**config.mk**
```make
export PLATFORM = sky130hd
export DESIGN_NAME = ram_sync_ctrl_flat
export DESIGN_NICKNAME = d
export VERILOG_FILES = /design/src/rtl/ram_sync_ctrl_if.sv /design/src/rtl/ram_sync_ctrl.sv /design/src/flat_wrapper.sv
export SDC_FILE = /design/constraint.sdc
export NUM_CORES = 1
export LEC_CHECK = 0
export ABC_AREA = 0
export BUFFER_PORTS_ARGS = -buffer_cell sky130_fd_sc_hd__buf_2
export CORE_MARGIN = 1.5
export CORE_UTILIZATION = 60
export DETAILED_ROUTE_END_ITERATION = 12
export PLACE_DENSITY = 0.76
export SLEW_MARGIN = 20
export SYNTH_ARGS = -nofsm -noshare
export SYNTH_HDL_FRONTEND = slang
export SYNTH_SLANG_ARGS = --single-unit
```
**constraint.sdc**
```tcl
create_clock -name clk -period 3.95 [get_ports clk]
set_input_delay 0.395 -clock clk [delete_from_list [all_inputs] [get_ports clk]]
set_output_delay 0.395 -clock clk [all_outputs]
set_load 0.01 [all_outputs]
```
**src/rtl/ram_sync_ctrl_if.sv**
```systemverilog
// Bus bundle for ram_sync_ctrl: active-low _ce/_we/_oe/_clr controls, address/data and status.
// The parity pins (inj_perr, perr) exist only when RAM_SYNC_CTRL_PARITY_EN is defined.
interface ram_sync_ctrl_if #(
  parameter int WIDTH = 8,
  parameter int DEPTH = 64,
  parameter int AW    = $clog2(DEPTH)
);
  logic [AW-1:0]    adrs;
  logic [WIDTH-1:0] dataIn;
  logic             _ce;
  logic             _we;
  logic             _oe;
  logic             _clr;
  logic [WIDTH-1:0] dataOut;
  logic             rd_valid;
  logic             ready;
  logic             oor;
`ifdef RAM_SYNC_CTRL_PARITY_EN
  logic             inj_perr;
  logic             perr;

  modport master (
    output adrs, dataIn, _ce, _we, _oe, _clr, inj_perr,
    input  dataOut, rd_valid, ready, oor, perr
  );
  modport slave (
    input  adrs, dataIn, _ce, _we, _oe, _clr, inj_perr,
    output dataOut, rd_valid, ready, oor, perr
  );
`else
  modport master (
    output adrs, dataIn, _ce, _we, _oe, _clr,
    input  dataOut, rd_valid, ready, oor
  );
  modport slave (
    input  adrs, dataIn, _ce, _we, _oe, _clr,
    output dataOut, rd_valid, ready, oor
  );
`endif
endinterface

```
**src/rtl/ram_sync_ctrl.sv**
```systemverilog
// Synchronous DEPTH x WIDTH single-port RAM with registered read data and a clear sequencer.
// Optional per-word even parity with error reporting when RAM_SYNC_CTRL_PARITY_EN is defined.
module ram_sync_ctrl #(
  parameter int WIDTH = 8,
  parameter int DEPTH = 64
) (
  input logic            clk,
  input logic            _rst,
  ram_sync_ctrl_if.slave bus
);
  localparam int AW = $clog2(DEPTH);
`ifdef RAM_SYNC_CTRL_PARITY_EN
  localparam int MW = WIDTH + 1;
`else
  localparam int MW = WIDTH;
`endif
  localparam logic [AW:0]   DEPTH_L = (AW+1)'(DEPTH);
  localparam logic [AW-1:0] LAST_L  = AW'(DEPTH - 1);

  typedef enum logic {INIT = 1'b0, RUN = 1'b1} state_t;

  state_t           state_q, state_d;
  logic [AW-1:0]    cnt_q, cnt_d;
  logic [WIDTH-1:0] dout_q, dout_d;
  logic             rd_valid_q, rd_valid_d;
  logic             oor_q, oor_d;
  logic             perr_q, perr_d;

  logic [MW-1:0]    mem_q [DEPTH];
  logic             mem_we_s;
  logic [AW-1:0]    mem_addr_s;
  logic [MW-1:0]    mem_wdata_s;
  logic [MW-1:0]    mem_rdata_s;
  logic             in_range_s;
  logic             wr_s;
  logic             rd_s;

  function automatic logic even_par_f(input logic [WIDTH-1:0] d);
    return ^d;
  endfunction

  // Words at or beyond DEPTH exist in the address space only when DEPTH is not a power of two
  assign in_range_s  = ({1'b0, bus.adrs} < DEPTH_L);
  assign wr_s        = !bus._ce && !bus._we;
  assign rd_s        = !bus._ce && bus._we && !bus._oe;
  assign mem_rdata_s = in_range_s ? mem_q[bus.adrs] : {MW{1'b0}};

  // Next-state, memory write port and output register decode
  always_comb begin
    state_d     = state_q;
    cnt_d       = cnt_q;
    dout_d      = dout_q;
    rd_valid_d  = 1'b0;
    oor_d       = 1'b0;
    perr_d      = 1'b0;
    mem_we_s    = 1'b0;
    mem_addr_s  = cnt_q;
    mem_wdata_s = {MW{1'b0}};
    case (state_q)
      INIT: begin
        mem_we_s = 1'b1;
        if (cnt_q == LAST_L) begin
          state_d = RUN;
        end else begin
          cnt_d = cnt_q + AW'(1'b1);
        end
      end
      RUN: begin
        if (!bus._clr) begin
          state_d = INIT;
          cnt_d   = {AW{1'b0}};
        end else if (wr_s) begin
          mem_addr_s = bus.adrs;
          mem_we_s   = in_range_s;
          oor_d      = !in_range_s;
`ifdef RAM_SYNC_CTRL_PARITY_EN
          mem_wdata_s = {even_par_f(bus.dataIn) ^ bus.inj_perr, bus.dataIn};
`else
          mem_wdata_s = bus.dataIn;
`endif
        end else if (rd_s) begin
          dout_d     = mem_rdata_s[WIDTH-1:0];
          rd_valid_d = 1'b1;
          oor_d      = !in_range_s;
`ifdef RAM_SYNC_CTRL_PARITY_EN
          perr_d     = in_range_s && (even_par_f(mem_rdata_s[WIDTH-1:0]) != mem_rdata_s[WIDTH]);
`else
          perr_d     = 1'b0;
`endif
        end else begin
          dout_d = dout_q;
        end
      end
      default: begin
        state_d = INIT;
        cnt_d   = {AW{1'b0}};
      end
    endcase
  end

  // Control and output registers
  always_ff @(posedge clk or negedge _rst) begin
    if (!_rst) begin
      state_q    <= INIT;
      cnt_q      <= {AW{1'b0}};
      dout_q     <= {WIDTH{1'b0}};
      rd_valid_q <= 1'b0;
      oor_q      <= 1'b0;
      perr_q     <= 1'b0;
    end else begin
      state_q    <= state_d;
      cnt_q      <= cnt_d;
      dout_q     <= dout_d;
      rd_valid_q <= rd_valid_d;
      oor_q      <= oor_d;
      perr_q     <= perr_d;
    end
  end

  // Storage array; contents are rebuilt by INIT rather than reset
  always_ff @(posedge clk) begin
    if (mem_we_s) begin
      mem_q[mem_addr_s] <= mem_wdata_s;
    end
  end

  assign bus.dataOut  = dout_q;
  assign bus.rd_valid = rd_valid_q;
  assign bus.oor      = oor_q;
  assign bus.ready    = (state_q == RUN);
`ifdef RAM_SYNC_CTRL_PARITY_EN
  assign bus.perr     = perr_q;
`else
  logic unused_perr_s;
  assign unused_perr_s = perr_q;
`endif
endmodule

```
**src/flat_wrapper.sv**
```systemverilog
// flat-port wrapper written by rule: the top's interface ports become plain ports
module ram_sync_ctrl_flat 
#(
  parameter int WIDTH = 8,
  parameter int DEPTH = 64
)
  (clk, _rst, bus_adrs, bus_dataIn, bus__ce, bus__we, bus__oe, bus__clr, bus_dataOut, bus_rd_valid, bus_ready, bus_oor);
  ram_sync_ctrl_if #(.WIDTH(WIDTH), .DEPTH(DEPTH)) bus_i ();
  input logic clk;
  input logic _rst;
  input wire logic [$bits(bus_i.adrs)-1:0] bus_adrs;
  input wire logic [$bits(bus_i.dataIn)-1:0] bus_dataIn;
  input wire logic [$bits(bus_i._ce)-1:0] bus__ce;
  input wire logic [$bits(bus_i._we)-1:0] bus__we;
  input wire logic [$bits(bus_i._oe)-1:0] bus__oe;
  input wire logic [$bits(bus_i._clr)-1:0] bus__clr;
  output wire logic [$bits(bus_i.dataOut)-1:0] bus_dataOut;
  output wire logic [$bits(bus_i.rd_valid)-1:0] bus_rd_valid;
  output wire logic [$bits(bus_i.ready)-1:0] bus_ready;
  output wire logic [$bits(bus_i.oor)-1:0] bus_oor;
  assign bus_i.adrs = bus_adrs;
  assign bus_i.dataIn = bus_dataIn;
  assign bus_i._ce = bus__ce;
  assign bus_i._we = bus__we;
  assign bus_i._oe = bus__oe;
  assign bus_i._clr = bus__clr;
  assign bus_dataOut = bus_i.dataOut;
  assign bus_rd_valid = bus_i.rd_valid;
  assign bus_ready = bus_i.ready;
  assign bus_oor = bus_i.oor;
  ram_sync_ctrl #(.WIDTH(WIDTH), .DEPTH(DEPTH)) u_core (.clk(clk), ._rst(_rst), .bus(bus_i));
endmodule
```
==> metrics.md, run 1 <==
| Metric | Value |
|---|---|
| CTS tree | yes |
| PwrDens | 539 mW/mm^2 |
| R2R Path Start | u_core.bus.ready |
| EDFF count, synth | 512 |
| Synth cell types | 41 |
| Synth-to-Final Area Change | 11.0% |
| Switching power | 3040 uW |
| Worst reg2reg path depth | 5 |
| Number of global-route vias before repair | 10,600 |
| WS Path Type | flop to flop |
| XOR/XNOR share of the synthesized area | 0.00168 |
| Die X | 190 um |
| Max-slew violations | 0 |
| Sequential power share | 0.536 |
| Crit path to | u_core.mem_q[27][6] |
| Most frequent cell after synthesis | edfxtp_1 |
| Min Clock Period, post-route | 3.11 ns |
| Post-synthesis mux area share | 0.153 |
| Post-synthesis compound-gate area fraction | 0.0321 |
| Drt drc | 0 |
| CTS resizes | 0 |
| Slowest-stage cell, CP | nor2_1 |
| Top post-synthesis cells by area | edfxtp_1 74%, mux4_2 10%, mux2i_1 2.3% |
| Die Y | 190 um |
| Initial antenna violation count | 2 |
| Critical Path Sink Type | flop |
| Input/output buffers | 29 |
| Worst Hold Class | input pin to flop |
| Ys flop type | edfxtp_1 |
| Post-Syn Instances | 1,072 |
| CTS sink cnt | 528 |
| RSZ-0062 raised after global routing | false |
| # setup viols final | 0 |
| Post-Synth Adder-Cell Area | 0.000599 |
| Number of vias per cell | 6.52 |
| FP Rows | 68 |
| Count of final hold-check violations | 0 |
| Worst path cell trace | and4bb_2, nand2_1, o21ai_1, nand2_1, nor2_1 |
| Initial Util | 0.607 |
| Crit path max fanout | 33 |
| Routed Antenna Nets | 0 |
| Commonest cells in the netlist | 512 x edfxtp_1, 96 x mux4_2, 80 x nor2_1 |
| Worst path arrival time | 3.29 ns |
| Int Pwr | 9470 uW |
| Max-cap violations | 0 |
| Clock skew | 0.0193 ns |
| Area after DPL | 0.0217 sq mm |
| R2R Path End | u_core.mem_q[27][6] |
| CTS Buf Count | 50 |
| Cell area after layout | 0.0232 sq mm |
| Worst-Margin Slew | 0.982 ns |
| Cts-stage hold buffer count | 1 |
| IO Pins | 31 |
| Layout Nets | 1,169 |
| All-Layer GR Usage | 0.256 |
| Placer Congestion | 0.866 |
| Clock buffer depth | 3 |
| DRT iter0 DRCs | 1,301 |
| Status | finished clean |
| Post-synthesis average cell area | 19.5 sq um |
| Crit path required time | 4.13 ns |
| Post-route setup TNS | 0 ns |
| Crit-path most repeated cell | nand2_1 |
| Largest net degree at the start of global routing | 73 |
| Clk root buf | clkbuf_16 |
| HPWL Detailed | 27.5 mm |
| GRT Residual Overflow | 0 |
| Wirelength, routed | 44.9 mm |
| R2R Setup Slk | 0.84 ns |
| Share of async-settable or async-resettable flops after synthesis | 0.0303 |
| Comb power frac | 0.108 |
| Largest family of logic cells by synthesized area | multiplexers |
| Vias | 10,700 |
| Post-synthesis sequential area ratio | 0.755 |
| Mapped cell area | 0.0209 sq mm |
| Cell leakage power | 0.00793 uW |
| ANT cells | 0 |
| Leading area contributor after synthesis | edfxtp_1 |
| Critical path's largest stage delay | 0.79 ns |
| Setup Buffers After CTS | 0 |
| Sw Ratio | 0.243 |
| Simple-gate share of the synthesized area | 0.0400 |
| Period utilisation layout | 0.788 |
| Core Area | 0.0345 sq mm |
| H-tree lvl count | 2 |
| Clock share of power | 0.356 |
| Crit path launch type | flop |
| Total die area | 0.0360 sq mm |
| Synthesized flop and latch total | 528 |
| Top cell type's share of synthesized area | 0.736 |
| Max Clk Rate | 321 MHz |
| Slew headroom | 0.343 |
| Syn nets | 1,093 |
| Clock latency on the worst-skew pair | 0.57 ns |
| Share of cells above drive strength 1 | 0.225 |
| Drt wl/cell | 27.4 um |
| Synth Warn # | 0 |
| First-pass GRT wire length | 67.3 mm |
| Clock Pin Slew Worst Setup and Hold Paths | 0.06 ns |
| CP startpoint | u_core.bus.ready |
| First-pass DRT Iterations | 5 |
| Maximum vdd drop | 0.378 mV |
-- power by group through the flow --
stage | logic, uW | clock network [uW] | registers (uW)
after floorplan | 866 | 0 | 6730
after global placement | 1310 | 0 | 6790
after detailed placement | 1330 | 0 | 6810
after CTS | 1340 | 4500 | 6700
after global routing | 1440 | 4700 | 6730
final | 1350 | 4450 | 6710
-- metal layers --
metal,routed length [um],vias to the layer above,global-route usage
li1,-,4510,-
met3,3750,91,0.0459
met4,1420,4,0.0934
met2,21200,581,0.389
met1,18400,5508,0.380
met5,23,-,0
-- stage by stage --
stage	utilization	hold WS [ns]	power, uW	setup WS (ns)	instances
4_1_cts	0.673	0.181	12500	0.891	1639
5_1_grt	0.673	0.214	12900	0.652	1639
3_3_place_gp	0.629	0.344	8100	0.843	1550
6_report	0.673	0.205	12500	0.839	1639
2_1_floorplan	-	0.0994	7600	1.69	1072
3_5_place_dp	0.629	0.345	8150	0.817	1550
-- area by class of cell --
| cell class | instances | area (sq um) |
|---|---|---|
| Sequential cell | 528 | 15800 |
| Clock inverter | 20 | 141 |
| Tap cell | 455 | 569 |
| Fill cell | 2150 | 11300 |
| Multi-Input combinational cell | 482 | 4770 |
| Clock buffer | 68 | 1360 |
| Timing Repair Buffer | 83 | 568 |
| Inverter | 3 | 11.3 |
-- cells by family (layout without fill, tap and decap cells) --
| group | after synthesis | after routing |
|---|---|---|
| compound gates | 106 | 106 |
| xor+xnor | 4 | 4 |
| fa+ha+maj | 1 | 1 |
| buf+inv | 62 | 174 |
| flops | 528 | 528 |
| mux | 194 | 194 |
| other cells | 1 | 1 |
| simple gates | 176 | 176 |
-- flip-flops by register name (all words and copies together), names as in the netlist --
| signal | count |
|---|---|
| u_core.bus.dataOut | 8 |
| u_core.bus.rd_valid | 1 |
| u_core.bus.ready | 1 |
| u_core.cnt_q | 6 |
| u_core.mem_q | 512 |
-- cells in the final DEF, fill, tap and decap left out, types with 2 or more instances in the layout --
| master | netlist | final |
|---|---|---|
| nand2_1 | 26 | 26 |
| nor4bb_1 | 2 | 2 |
| o21ai_0 | 19 | 19 |
| clkinv_2 | 0 | 4 |
| mux2_2 | 17 | 17 |
| buf_4 | 8 | 55 |
| a31oi_1 | 17 | 17 |
| clkinv_1 | 0 | 12 |
| buf_2 | 22 | 26 |
| bufinv_16 | 0 | 2 |
| o31ai_1 | 10 | 10 |
| nor3_1 | 17 | 17 |
| nor2b_1 | 19 | 19 |
| and2_2 | 0 | 8 |
| a22oi_1 | 8 | 8 |
| a21oi_1 | 9 | 9 |
| nor4b_1 | 3 | 3 |
| edfxtp_1 | 512 | 512 |
| dfrtp_1 | 16 | 16 |
| clkbuf_8 | 0 | 2 |
| mux4_2 | 96 | 96 |
| nor2_1 | 80 | 80 |
| clkbuf_1 | 18 | 15 |
| a211oi_1 | 16 | 16 |
| mux2i_1 | 49 | 49 |
| nand3_1 | 9 | 9 |
| mux2_1 | 32 | 32 |
| inv_1 | 3 | 3 |
| o21ai_1 | 2 | 2 |
| clkbuf_16 | 0 | 51 |
| nand2b_1 | 4 | 4 |
| xor2_1 | 3 | 3 |
| o22ai_1 | 24 | 24 |
-- how the worst min path moves through the flow --
stage             start                    end  cells after the start
3_5_place_dp       _rst    u_core.bus.rd_valid                      1
2_1_floorplan      _rst  u_core.bus.dataOut[0]                      0
3_3_place_gp       _rst    u_core.bus.rd_valid                      1
6_report       bus__clr        u_core.cnt_q[5]                      3
5_1_grt        bus__clr        u_core.cnt_q[5]                      3
4_1_cts        bus__clr        u_core.cnt_q[5]                      3
-- worst max-delay path: cells and delay by family (launching register included) --
kind               cells  cell delay [ns]
AOI/OAI and AO/OA      1             0.20
DFF                    1             0.48
and+or+nand+nor        4             2.02
No activity file was read; power rests on OpenSTA's default activity.
==> run 2: changes to the inputs <==
--- a/config.mk
+++ b/config.mk
@@ -8,9 +8,9 @@
 export ABC_AREA = 0
 export BUFFER_PORTS_ARGS = -buffer_cell sky130_fd_sc_hd__buf_2
 export CORE_MARGIN = 1.5
-export CORE_UTILIZATION = 60
+export CORE_UTILIZATION = 56
 export DETAILED_ROUTE_END_ITERATION = 12
-export PLACE_DENSITY = 0.76
+export PLACE_DENSITY = 0.75
 export SLEW_MARGIN = 20
 export SYNTH_ARGS = -nofsm -noshare
 export SYNTH_HDL_FRONTEND = slang
==> constraint.sdc (replaced) <==
create_clock -name clk -period 2.6 [get_ports clk]
set_input_delay 0.26 -clock clk [delete_from_list [all_inputs] [get_ports clk]]
set_output_delay 0.26 -clock clk [all_outputs]
set_load 0.01 [all_outputs]
==> metrics.md, run 2 (same netlist as run 1, synthesis figures left out) <==
| Metric | Value |
|---|---|
| Status | finished clean |
| First-pass DRT Iterations | 5 (unchanged) |
| Maximum vdd drop | 0.419 mV (+11%) |
| Vias | 10,700 (-0.22%) |
| Die Y | 196 um (+3.5%) |
| Crit path max fanout | 13 (-61%) |
| Worst path cell trace | and4bb_2, buf_4, nor4bb_1, a31oi_1, buf_4, nor2_1 |
| Critical Path Sink Type | flop |
| # setup viols final | 0 (unchanged) |
| Initial antenna violation count | 1 (-1) |
| First-pass GRT wire length | 66.9 mm (-0.64%) |
| Critical path's largest stage delay | 0.60 ns (-0.19 ns) |
| Number of global-route vias before repair | 10,900 (+2.0%) |
| Placer Congestion | 0.882 (+1.8%) |
| Die X | 196 um (+3.5%) |
| Inst Count DP | 1,627 (+5.0%) |
| Largest net degree at the start of global routing | 65 (-11%) |
| HPWL Detailed | 27.0 mm (-1.6%) |
| H-tree lvl count | 2 (unchanged) |
| Most frequent cells in the layout | 512 x edfxtp_1, 108 x buf_4, 96 x mux4_2 |
| Post-route setup TNS | 0 ns (unchanged) |
| Clock skew | 0.0202 ns (+0.000935 ns) |
| Clock buffer depth | 3 (unchanged) |
| Share of cells above drive strength 1 | 0.269 (+0.0439) |
| Crit path launch type | flop |
| Synth-to-Final Area Change | 14.4% |
| RSZ-0062 raised after global routing | false |
| Drt wl/cell | 25.8 um (-5.8%) |
| Clk root buf | clkbuf_16 |
| Input/output buffers | 29 (unchanged) |
| Worst-Margin Slew | 0.937 ns (-0.0442 ns) |
| IO Pins | 31 (unchanged) |
| Fin cells | 1,720 (+4.9%) |
| Count of final hold-check violations | 0 (unchanged) |
| Number of vias per cell | 6.20 (-4.9%) |
| CTS tree | yes |
| Cell leakage power | 0.00831 uW (+4.8%) |
| Tot Pwr | 19,400 uW (+55%) |
| Worst Hold Class | input pin to flop |
| Drt drc | 0 (unchanged) |
| PwrDens | 813 mW/mm^2 (+51%) |
| Core Area | 0.0367 sq mm (+6.5%) |
| Min Clock Period, post-route | 2.42 ns (-0.694 ns) |
| All-Layer GR Usage | 0.238 (-0.0188) |
| Initial Util | 0.570 (-0.0370) |
| Worst path arrival time | 2.62 ns (-0.67 ns) |
| Share of the core filled with cells | 0.652 (-0.0216) |
| Wirelength, routed | 44.4 mm (-1.1%) |
| Max-cap violations | 0 (unchanged) |
| Leading cell type in the layout, fill and taps excluded | edfxtp_1 |
| Slowest-stage cell, CP | nor2_1 |
| Crit path required time | 2.80 ns (-1.33 ns) |
| CTS Buf Count | 50 (unchanged) |
| Max-slew violations | 0 (unchanged) |
| Slew headroom | 0.372 (+0.0296) |
| Biggest register | u_core.mem_q |
| Period utilisation layout | 0.930 (+0.142) |
| Layout Nets | 1,233 (+5.5%) |
| Hold depth | 3 (unchanged) |
| Crit-path most repeated cell | buf_4 |
| Max Clk Rate | 414 MHz (+29%) |
| Total die area | 0.0385 sq mm (+7.0%) |
| Largest register FFs | 512 (unchanged) |
| WS Path Type | flop to flop |
| GRT Residual Overflow | 0 (unchanged) |
| FP Rows | 70 (+2.9%) |
| Worst reg2reg path depth | 6 (+1) |
| Clock Pin Slew Worst Setup and Hold Paths | 0.06 ns (about the same) |
| CTS sink cnt | 528 (unchanged) |
| DRT iter0 DRCs | 1,162 (-11%) |
| Clock latency on the worst-skew pair | 0.57 ns (about the same) |
| Final-layout fill cell count | 2,356 (+9.6%) |
| Routed Antenna Nets | 0 (unchanged) |
## run 2: stage by stage
| stage | worst slack, ns | cell area [sq um] | hold WS (ns) |
|---|---|---|---|
| after floorplan | 0.337 | 20900 | -0.0356 |
| after global placement | 0.0906 | 22300 | 0.190 |
| after detailed placement | 0.0638 | 22300 | 0.193 |
| after CTS | 0.0817 | 23900 | 0.0396 |
| after global routing | 0.00488 | 23900 | 0.0674 |
| final | 0.183 | 23900 | 0.0621 |
## run 2: what timing repair did
item,in CTS,in global routing
setup endpoints to repair,0,8
setup buffers,0,0
endpoints found under the hold margin,16,0
hold buffers,1,0
resized for setup,0,1
## run 2: layout make-up
type / count / area (sq um) / share of cell area
Inverter: 3 / 11.3 / 0.000471
Clock buffer: 71 / 1430 / 0.0600
Tap cell: 468 / 586 / 0.0245
Multi-Input combinational cell: 482 / 4770 / 0.200
Clock inverter: 20 / 144 / 0.00602
Timing Repair Buffer: 147 / 1190 / 0.0496
Sequential cell: 528 / 15800 / 0.660
Antenna cell: 1 / 2.50 / 0.000105
## run 2: critical path, delay by kind of cell (launching register included)
| family | cells | cell delay, ns |
|---|---|---|
| AND/OR/NAND/NOR | 3 | 1.21 |
| flip-flops | 1 | 0.37 |
| buffers and inverters | 2 | 0.39 |
| AO/OA/AOI/OAI | 1 | 0.07 |
## run 2: power breakdown
group          switching (uW)  internal [uW]
Combinational            1470            881
Clock                    2930           4020
Sequential                245           9890
## run 2: worst paths after layout
kind                                  startpoint               endpoint  slack (ns)
max                             u_core.bus.ready    u_core.mem_q[48][6]        0.18
min                                      bus__oe    u_core.bus.rd_valid        0.06
max reg2reg                     u_core.bus.ready    u_core.mem_q[48][6]        0.18
min reg2reg                u_core.bus.dataOut[7]  u_core.bus.dataOut[7]        0.58
max in group asynchronous                   _rst        u_core.cnt_q[3]        2.17
min in group asynchronous                   _rst        u_core.cnt_q[2]        0.15
## run 2: metal layers
layer,global-route usage,up-vias,share of wire
met2,0.364,454,0.47
met5,0,-,0
met3,0.0423,92,0.074
li1,-,4639,-
met4,0.0895,0,0.032
met1,0.347,5486,0.43
